`src/rtl/counter7_arbiter.sv`:
```
// counter7_arbiter
//   Two requesters share a single mod-7 up-counter. A granted requester's
//   counter runs from 0 up to its terminal count and then gets a one-cycle
//   done pulse. Ties between the requesters are broken round-robin.
//
// Ports
//   Cp          clock, rising edge
//   R           asynchronous active-low reset
//   req0, req1  level requests, held until the matching grant is seen
//   len0, len1  terminal count per requester, sampled only at grant
//   hold        freezes counting while a run is in progress
//   abort       ends the current run at once, with no done pulse
//   gnt0, gnt1  grant, high for the whole run (at most one high)
//   done0, done1 one-cycle completion pulse to the requester just served
//   y           counter value, 0..6
//   busy        high while running or signalling done
module counter7_arbiter (
    input  logic       Cp,
    input  logic       R,
    input  logic       req0,
    input  logic       req1,
    input  logic [2:0] len0,
    input  logic [2:0] len1,
    input  logic       hold,
    input  logic       abort,
    output logic       gnt0,
    output logic       gnt1,
    output logic       done0,
    output logic       done1,
    output logic [2:0] y,
    output logic       busy
);

    typedef enum logic [1:0] {
        IDLE = 2'd0,
        RUN  = 2'd1,
        DONE = 2'd2
    } state_t;

    state_t     state_reg, state_next;
    logic [2:0] y_reg, y_next;
    logic [2:0] target_reg, target_next;
    logic       owner_reg, owner_next;   // requester holding the counter
    logic       last_reg, last_next;     // requester served most recently
    logic       pick;

    // Terminal counts outside 1..6 are clamped into the counter's range.
    function automatic logic [2:0] map_len(input logic [2:0] len);
        logic [2:0] t;
        case (len)
            3'd0:    t = 3'd1;
            3'd7:    t = 3'd6;
            default: t = len;
        endcase
        return t;
    endfunction

    always_ff @(posedge Cp or negedge R) begin
        if (!R) begin
            state_reg  <= IDLE;
            y_reg      <= 3'd0;
            target_reg <= 3'd1;
            owner_reg  <= 1'b0;
            // Pretend req1 was served last so req0 wins the first tie.
            last_reg   <= 1'b1;
        end else begin
            state_reg  <= state_next;
            y_reg      <= y_next;
            target_reg <= target_next;
            owner_reg  <= owner_next;
            last_reg   <= last_next;
        end
    end

    always_comb begin
        state_next  = state_reg;
        y_next      = y_reg;
        target_next = target_reg;
        owner_next  = owner_reg;
        last_next   = last_reg;
        pick        = 1'b0;

        case (state_reg)
            IDLE: begin
                y_next = 3'd0;
                if (req0 || req1) begin
                    // On a tie the requester not served last goes next.
                    pick        = (req0 && req1) ? ~last_reg : req1;
                    owner_next  = pick;
                    target_next = map_len(pick ? len1 : len0);
                    state_next  = RUN;
                end
            end
            RUN: begin
                if (abort) begin
                    state_next = IDLE;
                    y_next     = 3'd0;
                    last_next  = owner_reg;
                end else if (!hold) begin
                    if (y_reg != target_reg) begin
                        // Wrap keeps y inside 0..6 even though the target
                        // never lets the count reach past 6.
                        y_next = (y_reg == 3'd6) ? 3'd0 : y_reg + 3'd1;
                    end else begin
                        state_next = DONE;
                        last_next  = owner_reg;
                    end
                end
            end
            DONE: begin
                // Always pass through IDLE before the next grant.
                state_next = IDLE;
                y_next     = 3'd0;
            end
            default: begin
                state_next = IDLE;
                y_next     = 3'd0;
            end
        endcase
    end

    assign gnt0  = (state_reg == RUN)  && !owner_reg;
    assign gnt1  = (state_reg == RUN)  &&  owner_reg;
    assign done0 = (state_reg == DONE) && !owner_reg;
    assign done1 = (state_reg == DONE) &&  owner_reg;
    assign busy  = (state_reg == RUN) || (state_reg == DONE);
    assign y     = y_reg;

endmodule

```
`config.mk`:
```
export PLATFORM = sky130hd
export DESIGN_NAME = counter7_arbiter
export DESIGN_NICKNAME = d
export VERILOG_FILES = /design/src/rtl/counter7_arbiter.sv
export SDC_FILE = /design/constraint.sdc
export NUM_CORES = 1
export LEC_CHECK = 0
export ABC_AREA = 1
export ABC_CLOCK_PERIOD_IN_PS = 1200
export CORE_ASPECT_RATIO = 1.25
export CORE_MARGIN = 3
export CORE_UTILIZATION = 24
export CTS_BUF_LIST = sky130_fd_sc_hd__clkbuf_4 sky130_fd_sc_hd__clkbuf_8
export DETAILED_ROUTE_END_ITERATION = 12
export DONT_BUFFER_PORTS = 1
export PLACE_DENSITY = 0.43
export REMOVE_ABC_BUFFERS = 1
export SLEW_MARGIN = 20
export SYNTH_ARGS = -nofsm -noshare
export SYNTH_HDL_FRONTEND = slang
export SYNTH_SLANG_ARGS = --single-unit
```
`constraint.sdc`:
```
create_clock -name Cp -period 1.2 [get_ports Cp]
set_input_delay 0.18 -clock Cp [delete_from_list [all_inputs] [get_ports Cp]]
set_output_delay 0.18 -clock Cp [all_outputs]
set_load 0.02 [all_outputs]
```
# Yosys cells after proc, flatten, opt, wreduce, memory -nomap -nowiden
# Cells that the tools add are included.
[totals]
out_inout_bits = 8
wordCells = 48
ff_bits = 10
input_bits = 12
[op_classes]
n_reduce_logical = 14
addsub = 1
n_bitwise = 1
eq_ne = 11
n_mux = 16
[op_table]
columns = ["cell", "n"]
rows = [
  ["3-bit 2-to-1 mux", 6],
  ["3-bit inequality test (second input constant)", 3],
  ["2-bit 2-to-1 mux", 4],
  ["3-bit == test (second input constant)", 2],
  ["3-bit one-hot mux with 2 select lines", 1],
  ["3-bit AND reduction", 2],
  ["1-bit logical AND", 5],
  ["1-bit 2-to-1 mux", 4],
  ["2-bit inequality test (second input constant)", 2],
  ["2-bit one-hot mux with 2 select lines", 1],
  ["2-bit AND reduction", 2],
  ["3-bit by 1-bit adder with 3-bit output (second input constant)", 1],
  ["3-bit logical NOT", 1],
  ["3-bit inequality test", 1],
  ["2-bit by 1-bit == test with 1-bit output (second input constant)", 1],
  ["2-bit == test (second input constant)", 1],
  ["2-bit logical NOT", 1],
  ["1-bit logical OR", 2],
  ["2-bit by 1-bit inequality test with 1-bit output (second input constant)", 1],
  ["1-bit logical NOT", 1],
  ["1-bit inverter", 1],
]

# Longest topological paths before layout
[depth]
ltp_word = 6
depth_mapped = 9
depth_no_buf = 9

# Worst setup path after synthesis
# Ideal clock, no wire load.
[synth_path]
path_type = "flip-flop to flip-flop"
startpoint = "register state_reg[1]"
endpoint = "register state_reg[0]"
required_time_ps = 1084
arrival_ps = 1153
slack_ps = -69
path_buffers = 0
stages_incl_launch_ff = 10
setup_ps = 116
period_less_slack_ps = 1269
path_cell_list = "dfrtp_1 > inv_1 > ha_1 > inv_2 > nor2_2 > a21oi_1 > inv_1 > nand2_1 > nand2_1 > nand2_1"
[synth_between]
elab_chain_len = 3
elab_cells_between_ends = 7
classes_between = "4 x eq/ne; 1 x mux; 2 x reduce/logical"
[synth_lines]
columns = ["element", "line", "source"]
rows = [
  ["start: declaration", "40", "state_t state_reg, state_next;"],
  ["start signal: assignment", "67", "state_reg <= state_next;"],
  ["2-bit by 1-bit == test with 1-bit output / 2-bit logical NOT (equally long branches)", "83", "case (state_reg)"],
  ["3-bit inequality test (no source line) / 2-bit inequality test (equally long branches)", "-", ""],
  ["3-bit AND reduction (no source line)", "-", ""],
]
# Several ways; a longest one is shown, not always the timed one.
# A chain may end at the register's enable or synchronous reset.

# Worst setup path in the final report
[layout_path]
startpoint = "register state_reg[0]"
endpoint = "output port done0"
[layout_between]
elab_chain_len = 2
[layout_lines]
columns = ["element", "line", "source"]
rows = [
  ["2-bit == test", "124", "assign done0 = (state_reg == DONE) && !owner_reg;"],
  ["1-bit logical AND", "124", ""],
  ["end: declaration", "28", "output logic done0,"],
]
# No other way between the ends.

==> run summary <==
Status: finished with violations
Failing checks: setup timing
RSZ-0062 raised after global routing: yes
RR Startpoint: target_reg[0]
CP endpoint: done0
PnR worst setup slack: -0.165 ns
Router iterations before antenna repair: 3
Type of the worst min-delay path: in2reg
Yosys warns: 0
Dpl cell area: 871 sq um
Number of CTS-inserted buffers: 3
Pleak: 0.000534 uW
Layout Area Growth over Synthesis: 47.0%
Flop-to-flop setup slack: -0.06 ns
Number of global-route vias before repair: 667
Mapped cell area: 751 sq um
Chip width: 56.0 um
Site Rows: 22
Sequential area share after synthesis: 0.337
Slew Viols, Final: 0
Yosys reg bits: 10
Fraction of layout cells with a size suffix above 1: 0.492
Reg-to-Reg End: state_reg[0]
Die height: 68.5 um
Core Footprint: 0.00297 sq mm
DRC violations left: 0
Min Hold Slack: 0.0681 ns
Crit Path Max Fanout: 3
WP data arrival: 1.19 ns
Root Driver: clkbuf_4
Routed vias/inst: 4.47
Fin cells: 166
CTS tree: yes
Post-DP HPWL: 1360 um
Rel. slew slack: 0.656
# IOs: 20
Routed WL: 1820 um
Total gr overflow: 0
Syn Inst Count: 107
Max Clk Rate: 0.733 GHz
Port Buffer Count: 0
Worst-Skew Late Latency: 0.27 ns
Startpoint types: flip-flop
Final min period: 1.37 ns
Final Hold Viols: 0
Synth area leader: dfrtp_1
Distinct cell type count after synthesis: 23
CP Class: reg2out
Design area: 0.00110 sq mm
Final setup violation count: 7
H-tree levels: 1
Yosys top cell area share: 0.267
Syn_area_per_cell: 7.02 sq um
Fillers: 332
Initial antenna violation count: 0
Antenna Nets Post-Route: 0
Maximum vdd ir drop: 0.726 mV
Max clock buf depth: 2
Placed cells: 154
GPL Wtd Cong: 0.746
Die Footprint: 0.00384 sq mm
Worst EP required: 1.02 ns
Slew @ Worst Pin: 0.514 ns
ANT cells: 0
First-pass GRT wire length: 2920 um
Reg2Reg Depth: 7
Crit path from: state_reg[0]
Synth top area cells: dfrtp_1 27%, nand2_1 18%, dfstp_2 7.0%
Total number of vias: 742
Tot GR Track Use: 0.101
NumNets Final: 147
Starting Density: 0.253
Routed len/inst: 11.0 um
Clock Skews: 0.00267 ns
Largest net degree at the start of global routing: 11
Max-cap violations: 0
Tcrit/Tclk final: 1.14
Pwr/cell area: 2210 mW/mm^2
Clk slew on worst S/H paths: 0.07 ns
Crit. End Element: primary output
# clock sinks: 10
Starting DRC count in detailed routing: 5
placed cells by master, fill, tap and decap left out, drive strengths merged, types with 2 or more instances in the layout:
master / Yosys / routed
clkbuf: 0 / 4
ha: 4 / 4
a21oi: 7 / 7
nand4: 3 / 3
nand3: 9 / 9
nor2: 8 / 8
buf: 2 / 20
dfrtp: 8 / 8
inv: 16 / 16
o21ai: 6 / 6
dfstp: 2 / 2
nand2: 39 / 39
where the power goes:
part,switching (uW),internal (uW),total [uW]
logic,759,692,1450
registers,182,491,673
clock network,125,184,310
total,1070,1370,2430
critical path: stages (launching register included):
cell,delay (ns)
dfrtp_2,0.45
inv_4,0.09
ha_4,0.13
inv_2,0.02
nor2_1,0.07
buf_4,0.14
cell usage after synthesis:
| cell type | number |
|---|---|
| a21oi_1 | 6 |
| a21oi_2 | 1 |
| buf_6 | 2 |
| dfrtp_1 | 8 |
| dfstp_2 | 2 |
| ha_1 | 4 |
| inv_1 | 12 |
| inv_2 | 3 |
| inv_4 | 1 |
| nand2_1 | 36 |
| nand2_2 | 2 |
| nand2_4 | 1 |
| nand3_1 | 8 |
| nand3_2 | 1 |
| nand4_1 | 3 |
| nor2_1 | 7 |
| nor2_2 | 1 |
| nor3_1 | 1 |
| o21ai_0 | 1 |
| o21ai_1 | 4 |
| o21ai_2 | 1 |
| xnor2_2 | 1 |
| xor2_1 | 1 |
routing by layer:
layer  GRT usage  part of all wire
met2       0.164              0.49
met1       0.119              0.44
met3      0.0223             0.049
met4      0.0712             0.026
met5           0                 0
final cells by class:
cell class	count	area (sq um)	share of cell area
Timing Repair Buffer	21	175	0.159
Multi-Input combinational cell	79	522	0.473
Tap cell	36	45.0	0.0408
Sequential cell	10	258	0.234
Clock buffer	4	36.3	0.0329
Inverter	16	67.6	0.0612
cell families after synthesis:
kind of cell / after synthesis / synth area share
and+or+nand+nor: 60 / 0.353
buffers and inverters: 18 / 0.113
AOI/OAI and AO/OA: 13 / 0.0967
DFF: 10 / 0.337
adders and majority gates: 4 / 0.0667
xor gates and xnor gates: 2 / 0.0333
timing repair:
item	4_1_cts	5_1_grt
resized for setup	17	23
setup endpoints to repair	15	16
gates cloned	0	0
pin swaps	2	11
endpoints found under the hold margin	10	0
buffers inserted	1	6
hold buffers	1	0
worst min path at each step:
| stage | startpoint | endpoint | slack [ns] | cells after the start |
|---|---|---|---|---|
| 6_report | abort | y[2] | 0.07 | 3 |
| 5_1_grt | abort | y[2] | 0.06 | 3 |
| 4_1_cts | abort | y[2] | 0.07 | 3 |
| 3_5_place_dp | R | y[1] | -0.12 | 0 |
| 3_3_place_gp | R | y[1] | -0.12 | 0 |
| 2_1_floorplan | R | owner_reg | -0.12 | 0 |
stage by stage:
stage	power, uW	TNS (ns)	setup slack, ns	util
final	2430	-0.674	-0.165	0.371
after global routing	2630	-1.39	-0.229	0.371
after floorplan	1340	-0.0895	-0.0693	-
after detailed placement	1670	-0.203	-0.0719	0.293
after global placement	1670	-0.109	-0.0384	0.293
after CTS	2150	-1.09	-0.187	0.327
Note: power is estimated with default switching activity, not from simulation.
